### src/rtl/fb_wr_sched.sv
// fb_wr_sched -- framebuffer write scheduler
//
// Purpose: merges a stream of captured pixel writes, buffered in a small FIFO,
// with an optional screen-clear engine onto a single registered RAM write port.
// Capture writes win arbitration, but the clear engine is forced through after
// STARVE_MAX consecutive losses so a busy capture stream cannot stall a clear.
//
// Optional feature: define FB_WR_CLEAR_EN to build the clear engine. Without
// it clr_start/clr_val are ignored, clr_busy/clr_done read 0 and the FIFO is
// drained whenever it holds data.
//
// Parameters:
//   FB_WORDS   number of 1-bit framebuffer locations
//   STARVE_MAX clear-engine losses tolerated before a forced clear grant
//   FIFO_DEPTH capture FIFO entries (power of two, at least 2)
//
// Ports:
//   vgaclk               single clock
//   reset_n              asynchronous active-low reset
//   cap_valid/cap_ready  capture write handshake
//   cap_addr/cap_data    capture pixel address and value
//   clr_start/clr_val    start-clear pulse and fill value
//   clr_busy/clr_done    clear in progress / one-cycle completion pulse
//   waddr/wdata/wren     registered framebuffer RAM write port
module fb_wr_sched #(
    parameter int FB_WORDS   = 192000,
    parameter int STARVE_MAX = 3,
    parameter int FIFO_DEPTH = 4
) (
    input  logic        vgaclk,
    input  logic        reset_n,
    input  logic        cap_valid,
    output logic        cap_ready,
    input  logic [17:0] cap_addr,
    input  logic        cap_data,
    input  logic        clr_start,
    input  logic        clr_val,
    output logic        clr_busy,
    output logic        clr_done,
    output logic [17:0] waddr,
    output logic        wdata,
    output logic        wren
);

    localparam int PTR_W  = (FIFO_DEPTH > 1) ? $clog2(FIFO_DEPTH) : 1;
    localparam int CNT_W  = PTR_W + 1;
    localparam int LOSS_W = $clog2(STARVE_MAX + 2);
    localparam logic [17:0]       LAST_ADDR = 18'(FB_WORDS - 1);
    localparam logic [LOSS_W-1:0] LOSS_MAX  = LOSS_W'(STARVE_MAX);

    logic [18:0]      fifo_mem_q [FIFO_DEPTH];
    logic [18:0]      fifo_mem_d [FIFO_DEPTH];
    logic [PTR_W-1:0] rd_ptr_q, rd_ptr_d;
    logic [PTR_W-1:0] wr_ptr_q, wr_ptr_d;
    logic [CNT_W-1:0] count_q, count_d;
    logic             fifo_empty, fifo_full;
    logic             push, pop;
    logic [18:0]      fifo_head;

    logic             grant_fifo, grant_clr;
    logic [17:0]      clr_addr;
    logic             clr_data;

    logic             wren_q, wren_d;
    logic [17:0]      waddr_q, waddr_d;
    logic             wdata_q, wdata_d;

    assign fifo_empty = (count_q == '0);
    assign fifo_full  = (count_q == CNT_W'(FIFO_DEPTH));
    assign cap_ready  = !fifo_full;
    assign push       = cap_valid && !fifo_full;
    assign pop        = grant_fifo;
    assign fifo_head  = fifo_mem_q[rd_ptr_q];

    // Entries are {addr, data}; pointers wrap naturally for power-of-two depth.
    always_comb begin
        fifo_mem_d = fifo_mem_q;
        wr_ptr_d   = wr_ptr_q;
        rd_ptr_d   = rd_ptr_q;
        count_d    = count_q;
        if (push) begin
            fifo_mem_d[wr_ptr_q] = {cap_addr, cap_data};
            wr_ptr_d             = wr_ptr_q + PTR_W'(1);
        end
        if (pop) begin
            rd_ptr_d = rd_ptr_q + PTR_W'(1);
        end
        if (push && !pop) begin
            count_d = count_q + CNT_W'(1);
        end else if (!push && pop) begin
            count_d = count_q - CNT_W'(1);
        end
    end

    always_ff @(posedge vgaclk or negedge reset_n) begin
        if (!reset_n) begin
            for (int i = 0; i < FIFO_DEPTH; i++) begin
                fifo_mem_q[i] <= '0;
            end
            wr_ptr_q <= '0;
            rd_ptr_q <= '0;
            count_q  <= '0;
        end else begin
            fifo_mem_q <= fifo_mem_d;
            wr_ptr_q   <= wr_ptr_d;
            rd_ptr_q   <= rd_ptr_d;
            count_q    <= count_d;
        end
    end

`ifdef FB_WR_CLEAR_EN
    typedef enum logic {
        ST_IDLE  = 1'b0,
        ST_CLEAR = 1'b1
    } state_t;

    state_t            state_q, state_d;
    logic [17:0]       clr_cnt_q, clr_cnt_d;
    logic [LOSS_W-1:0] loss_q, loss_d;
    logic              clr_val_q, clr_val_d;
    logic              clr_done_q, clr_done_d;
    logic              clr_last;

    assign clr_last = (clr_cnt_q == LAST_ADDR);

    // Capture has priority; the clear engine wins when the FIFO is idle or
    // once it has lost STARVE_MAX times in a row.
    always_comb begin
        grant_clr  = (state_q == ST_CLEAR) && (fifo_empty || (loss_q == LOSS_MAX));
        grant_fifo = !fifo_empty && !grant_clr;
    end

    always_comb begin
        state_d    = state_q;
        clr_cnt_d  = clr_cnt_q;
        loss_d     = loss_q;
        clr_val_d  = clr_val_q;
        clr_done_d = 1'b0;
        case (state_q)
            ST_IDLE: begin
                loss_d = '0;
                if (clr_start) begin
                    state_d   = ST_CLEAR;
                    clr_cnt_d = '0;
                    clr_val_d = clr_val;
                end
            end
            ST_CLEAR: begin
                if (grant_clr) begin
                    loss_d = '0;
                    if (clr_last) begin
                        state_d    = ST_IDLE;
                        clr_cnt_d  = '0;
                        clr_done_d = 1'b1;
                    end else begin
                        clr_cnt_d = clr_cnt_q + 18'(1);
                    end
                end else begin
                    // Not granted while in CLEAR means the FIFO took the slot.
                    loss_d = loss_q + LOSS_W'(1);
                end
            end
            default: begin
                state_d = ST_IDLE;
            end
        endcase
    end

    always_ff @(posedge vgaclk or negedge reset_n) begin
        if (!reset_n) begin
            state_q    <= ST_IDLE;
            clr_cnt_q  <= '0;
            loss_q     <= '0;
            clr_val_q  <= 1'b0;
            clr_done_q <= 1'b0;
        end else begin
            state_q    <= state_d;
            clr_cnt_q  <= clr_cnt_d;
            loss_q     <= loss_d;
            clr_val_q  <= clr_val_d;
            clr_done_q <= clr_done_d;
        end
    end

    assign clr_addr = clr_cnt_q;
    assign clr_data = clr_val_q;
    assign clr_busy = (state_q == ST_CLEAR);
    assign clr_done = clr_done_q;
`else
    logic unused_cfg;

    assign grant_clr  = 1'b0;
    assign grant_fifo = !fifo_empty;
    assign clr_addr   = '0;
    assign clr_data   = 1'b0;
    assign clr_busy   = 1'b0;
    assign clr_done   = 1'b0;
    assign unused_cfg = ^{clr_start, clr_val, LAST_ADDR, LOSS_MAX};
`endif

    // Address/data hold their last value when nothing is granted.
    always_comb begin
        wren_d  = grant_fifo || grant_clr;
        waddr_d = waddr_q;
        wdata_d = wdata_q;
        if (grant_clr) begin
            waddr_d = clr_addr;
            wdata_d = clr_data;
        end else if (grant_fifo) begin
            waddr_d = fifo_head[18:1];
            wdata_d = fifo_head[0];
        end
    end

    always_ff @(posedge vgaclk or negedge reset_n) begin
        if (!reset_n) begin
            wren_q  <= 1'b0;
            waddr_q <= '0;
            wdata_q <= 1'b0;
        end else begin
            wren_q  <= wren_d;
            waddr_q <= waddr_d;
            wdata_q <= wdata_d;
        end
    end

    assign wren  = wren_q;
    assign waddr = waddr_q;
    assign wdata = wdata_q;

endmodule

### config.mk
export PLATFORM = sky130hd
export DESIGN_NAME = fb_wr_sched
export DESIGN_NICKNAME = d
export VERILOG_FILES = /design/src/rtl/fb_wr_sched.sv
export SDC_FILE = /design/constraint.sdc
export NUM_CORES = 1
export LEC_CHECK = 0
export CORE_UTILIZATION = 50
export DETAILED_ROUTE_END_ITERATION = 7
export GPL_TIMING_DRIVEN = 0
export PLACE_DENSITY = 0.74
export SKIP_LAST_GASP = 1
export SLEW_MARGIN = 20
export SYNTH_ARGS = -nofsm -noshare
export SYNTH_HDL_FRONTEND = slang
export SYNTH_SLANG_ARGS = --single-unit
export TNS_END_PERCENT = 1
### constraint.sdc
create_clock -name vgaclk -period 2.12 [get_ports vgaclk]
set_input_delay 0.424 -clock vgaclk [delete_from_list [all_inputs] [get_ports vgaclk]]
set_output_delay 0.424 -clock vgaclk [all_outputs]
set_load 0.005 [all_outputs]
; Word level (Yosys, flattened, before mapping)
; Index checks and enable logic that the tools add are counted.
[op_classes]
n_addsub = 4
magnitude_cmp = 3
eq_ne = 1
n_mux = 8
bitwise = 2
n_reduce_logical = 9
[ops]
columns = op, n
row1 = $bwmux 76, 1
row2 = $mux 19, 3
row3 = $bmux 19 s2, 1
row4 = $demux 19 s2, 1
row5 = $ge 3x3->1 const B, 2
row6 = $mux 3, 2
row7 = $not 2->3, 2
row8 = $add 2x1->2 const B, 2
row9 = $logic_and 1x1->1, 4
row10 = $add 3x1->3 const B, 1
row11 = $eq 3x3->1 const B, 1
row12 = $logic_not 1->1, 3
row13 = $logic_not 3->1, 1
row14 = $lt 3x1->1 const B, 1
row15 = $sub 3x1->3 const B, 1
row16 = $reduce_bool 2->1, 1
[totals]
register_bits = 103
in_bits = 24
output_inout_bits = 23

; Depth between registers and ports, before layout
[depth]
ltp_word = 7
depth_mapped = 8
depth_no_buf = 7

; Worst setup path before layout
; Ideal clock, no wire load.
[synth_timing]
path_type = reg-to-reg
start = register count_q[0]
end = register count_q[2]
setup_ps = 79
arrival_ps = 2013
required_ps = 2041
slack_ps = 28
stages_incl_launch_ff = 9
path_buffers = 1
synth_period_minus_slack_ps = 2092
path_cell_list = dfrtp_1 > or3b_1 > buf_6 > nand2_1 > inv_1 > ha_1 > or3_2 > a21oi_1 > xor2_1
[synth_between]
elab_chain_cells = 6
[synth_lines]
columns = item, line_no
row1 = start: declaration, 55  ; logic [CNT_W-1:0] count_q, count_d;
row2 = start signal: assignment, 107  ; count_q <= count_d;
row3 = $eq 3x3->1 *, 69  ; assign fifo_full = (count_q == CNT_W'(FIFO_DEPTH));
row4 = $logic_not 1->1 *, -
row5 = net cap_ready, 33  ; output logic cap_ready,
row6 = $logic_and 1x1->1 *, 71  ; assign push = cap_valid && !fifo_full;
row7 = net push, 57  ; logic push, pop;
row8 = $logic_not 1->1, 90  ; end else if (!push && pop) begin
row9 = $logic_and 1x1->1, 90
row10 = $reduce_bool 2->1 (no line), -
; Mark *: on every way through the listed nets, which the timed path passes. The rest lies on a longest branch. The select of a mux whose other input is x is not followed.
; A chain may end at the register's enable or synchronous reset.

; Worst setup path after layout
[layout_timing]
start = register count_q[0]
end = register count_q[2]
[layout_between]
elab_chain_cells = 6
[layout_lines]
columns = item, line_no
row1 = $eq 3x3->1 *, 69
row2 = $logic_not 1->1 *, 71
row3 = $logic_and 1x1->1 *, 71
row4 = net push, 57
row5 = $logic_not 1->1, 90
row6 = $logic_and 1x1->1, 90
row7 = $reduce_bool 2->1 (no line), -
; Marks and branches as above.

==> out/summary.md <==
Dividing the final minimum period by the clock period gives 96.4%. In this run the deepest clock path goes through 2 buffers. After detailed routing, the number of remaining DRC violations is 0. The power per standard cell area works out to 1570 mW/mm^2. For this run, the detailed router's first-pass iteration total came to 6. The number of antenna diodes in the final layout is 0. The run gives 0 as the count of endpoints failing setup in the final report.

The worst reg-to-reg path cell count was 8. The main combinational cell family by area after synthesis is multiplexers. The number of buffers inserted during clock tree synthesis is 9, and the number of global-route vias before repair is 2,450. Setup repair after global routing left no endpoint under its margin. The setup path with the least slack is of type register to register.

Hold timing on the final database bottoms out at a slack of 0.455 ns. The start point of the critical path was count_q[0]$_DFFE_PN0P_. For the pin with the worst max-slew slack, the measured transition is 0.697 ns. The cell count after synthesis came out at 261. The run gives 0 as the number of slew-limit violations in the final report. The clock tree synthesis step divided the H-tree into 3 levels. Of the total synthesized cell area, the portion taken by AND, OR, NAND and NOR gates is 2.21%. For the worst setup path, the data required time is 2.40 ns.

The filler-free cell count of the finished design was 433; the placeable core area was 0.00885 mm^2. The worst path needs 2.04 ns of the cycle, external delays included. Max-cap violations in this run came to 0.

The tools report the warning count from the yosys run as 0. The net count of the finished layout is 349. At the end of routability-driven placement, the weighted congestion stood at 0.725. Relative to the synthesized area, the layout overhead comes to 17.7%. Buffer and inverter count on the worst path: 2. In the synthesized netlist, mux cells make up 36.0% of the area.

The library cell used most frequently in the layout, excluding fill and tap cells, is dfrtp_1. The effective utilization at floorplan is 52.6%, and the count of cell types in the netlist is 23. Power comes to 0.00858 W. The run gives 34 as the number of rows created at floorplan. The summed instance area of the synthesized netlist is 0.00465 mm^2, and the count of cell instances traversed by the critical path is 8. The initial antenna violation count is 0. TritonCTS built the clock tree.

The standby leakage power is 2.46 nW, and the largest fanout on the critical path is 4. Across all setup checks in the final design, the least slack found is 0.0770 ns. The worst max-slew margin expressed relative to the limit came out at 53.6%. The tools report the source-to-sink clock delay at the later pin of the worst-skew pair as 0.35 ns. The slowest stage of the critical path belongs to the cell or3_2.

Input and output buffers added on the ports amount to 41. In the layout the commonest cells are dfrtp_1 (102), mux2_2 (52), mux2_4 (44). Xor/xnor cell area share of the yosys netlist: 1.32%. The final global-route overflow total came out at 0. Walking the worst path, the cells encountered are or3b_4, buf_6, nand2_4, inv_1, ha_2, or3_2, a21oi_2, xor2_1.

The layout has 678 filler cells. The fraction of final layout cells sized beyond drive strength 1 was 49.2%. For this design, the sink count on the clock tree is 103. After detailed routing, the average wire length per cell comes to 17.6 um. The run gives 0.08 ns as the worst reg-to-reg setup slack.

The flow ran to the end, and the final reports show no timing, DRC or antenna violations. Entering global routing, the biggest net connects 65 pins. Sequential fraction of the synthesis area: 55.4%. The delay of the slowest critical-path stage was 0.44 ns. The final-report hold violation count came out at 0. The aggregate routed wire length was 7640 um; the post-place setup slack was -0.131 ns. Clock tree synthesis selected as its root buffer the cell clkbuf_8.

For the worst setup path, the data arrival time is 2.32 ns. The clock transition at the register clock pins on the worst setup and hold paths after CTS is 0.10 ns, and the count of boundary I/O pins is 47. Grouping stages by cell kind, the critical path spends the most delay in simple AND/OR/NAND/NOR gates. The startpoint kind of the worst setup timing path is a register.

In the global route stage, overall resource usage came out at 17.5%. The tools report the worst reg2reg path endpoint as count_q[2]$_DFFE_PN0P_. After synthesis the netlist holds a flip-flop and latch count of 103.

The kind of capture point of the worst setup path was a register. For the DRC violation total after the first TritonRoute iteration, the log shows 56. The tools report the startpoint of the most critical register-to-register path as count_q[0]$_DFFE_PN0P_. Summing the areas of all fa, ha and maj instances in the mapped netlist gives 1.35% of the synthesized area. In the final layout, the multi-input gates occupy 0.00193 mm^2.

The per-instance average area after synthesis is 17.8 um^2, and the global-route wire length before repair is 13,100 um. In the final layout, flip-flops and latches occupy 0.00258 mm^2. On the final layout, the worst clock skew is 0.0122 ns. Once detail routing completed, the nets flagged for antenna violations numbered 0. Summed over all nets, the half-perimeter wirelength after detailed placement is 5000 um. In the routed layout, each cell is associated on average with a via count of 5.34. The type of the worst min-delay path is primary input to register. The peak supply drop came out at 0.636 mV. Summing the areas of all compound-gate instances in the mapped netlist gives 0.215% of the synthesized area. The tools report the end point of the critical path as count_q[2]$_DFFE_PN0P_. The final route contains 2,313 vias. The floorplan step set the die height to 98.4 um. After detailed placement, the design holds a cell count of 412. The timing-limited maximum frequency was 0.489 GHz; the width of the die was 98.4 um. The die covers 0.00969 mm^2.
[synth_stat cells]
| master | count | area share (%) |
|---|---|---|
| ha_1 | 5 | 1.3 |
| buf_6 | 1 | 0.24 |
| mux2_4 | 44 | 14 |
| o21ai_0 | 1 | 0.11 |
| mux4_2 | 19 | 9.2 |
| mux2_2 | 52 | 13 |
| nor3_1 | 1 | 0.11 |
| buf_2 | 3 | 0.32 |
| nor2_1 | 1 | 0.081 |
| xor2_1 | 3 | 0.57 |
| or3_2 | 1 | 0.16 |
| inv_2 | 1 | 0.081 |
| a21oi_1 | 1 | 0.11 |
| nand2_1 | 2 | 0.16 |
| inv_1 | 3 | 0.24 |
| or3b_1 | 1 | 0.19 |
| buf_4 | 4 | 0.65 |
| clkbuf_1 | 2 | 0.16 |
| buf_12 | 4 | 1.7 |
| xnor2_1 | 4 | 0.75 |
| nand3_4 | 4 | 1.5 |
| dfrtp_1 | 103 | 55 |
| conb_1 | 1 | 0.081 |
[routing by layer]
metal / vias up / GRT usage, % / part of all wire [%]
met2: 36 / 27.9 / 47
li1: 1061 / - / -
met3: 7 / 4.04 / 2.5
met1: 1209 / 24.9 / 50
met4: 0 / 3.79 / 0.94
met5: - / 0 / 0
[kinds of logic after synthesis]
family | Yosys count
other | 1
and+or+nand+nor | 10
muxes | 115
buffers and inverters | 18
DFF | 103
adders and majority gates | 5
xor gates and xnor gates | 7
AOI/OAI and AO/OA | 2
[flip-flops by register name, indices dropped and copies added, names as in the netlist]
name and cells:
fifo_mem_q 76, waddr 18, count_q 3, rd_ptr_q 2
wr_ptr_q 2, wdata 1, wren 1
[worst min path at each step]
stage	startpoint	end	slack, ns	cells after the start
floorplan	reset_n	count_q[0]$_DFFE_PN0P_	0.13	0
global placement	count_q[2]$_DFFE_PN0P_	count_q[2]$_DFFE_PN0P_	0.47	1
detailed placement	reset_n	fifo_mem_q[69]$_DFFE_PN0P_	0.36	1
CTS	cap_valid	wr_ptr_q[0]$_DFFE_PN0P_	0.45	3
global route	cap_valid	wr_ptr_q[0]$_DFFE_PN0P_	0.44	3
finish	cap_valid	wr_ptr_q[0]$_DFFE_PN0P_	0.46	3
[timing repair]
item,4_1_cts,5_1_grt
endpoints found under the setup margin,2,1
resized for setup,3,4
hold buffers,1,0
pin swaps,1,1
buffers inserted,4,0
hold endpoints to repair,39,0
[worst reg2reg max path: cells and delay by family, from the launching register on]
family                   cells  cell delay (ns)
buffers and inverters        2             0.19
XOR/XNOR                     1             0.14
flip-flops                   1             0.41
adder cells (fa/ha/maj)      1             0.19
AND/OR/NAND/NOR              3             0.90
AO/OA/AOI/OAI                1             0.15
[layout make-up]
class                           instances  area share, %
Sequential cell                       103           47.1
Multi-Input combinational cell        141           35.3
Timing Repair Buffer                   47           8.73
Buffer                                 14           2.63
Clock buffer                           10           2.51
Tap cell                              108           2.47
Clock inverter                          6          0.960
Inverter                                4          0.274
[per-stage QoR]
stage	area, um^2	util [%]	TNS [ns]
after global routing	5480	61.9	0
after global placement	5200	58.8	-332.58
after detailed placement	5230	59.1	-0.131
after floorplan	4650	-	0
final	5480	61.9	0
after CTS	5460	61.7	-0.00310
[where the power goes]
group | leakage (nW) | switching (W) | internal [W]
combinational | 1.15 | 0.00126 | 0.00264
sequential | 1.22 | 0.000517 | 0.00300
clock | 0.0910 | 0.000687 | 0.000476
total | 2.46 | 0.00246 | 0.00612
Power figures use the tool's default switching activity.
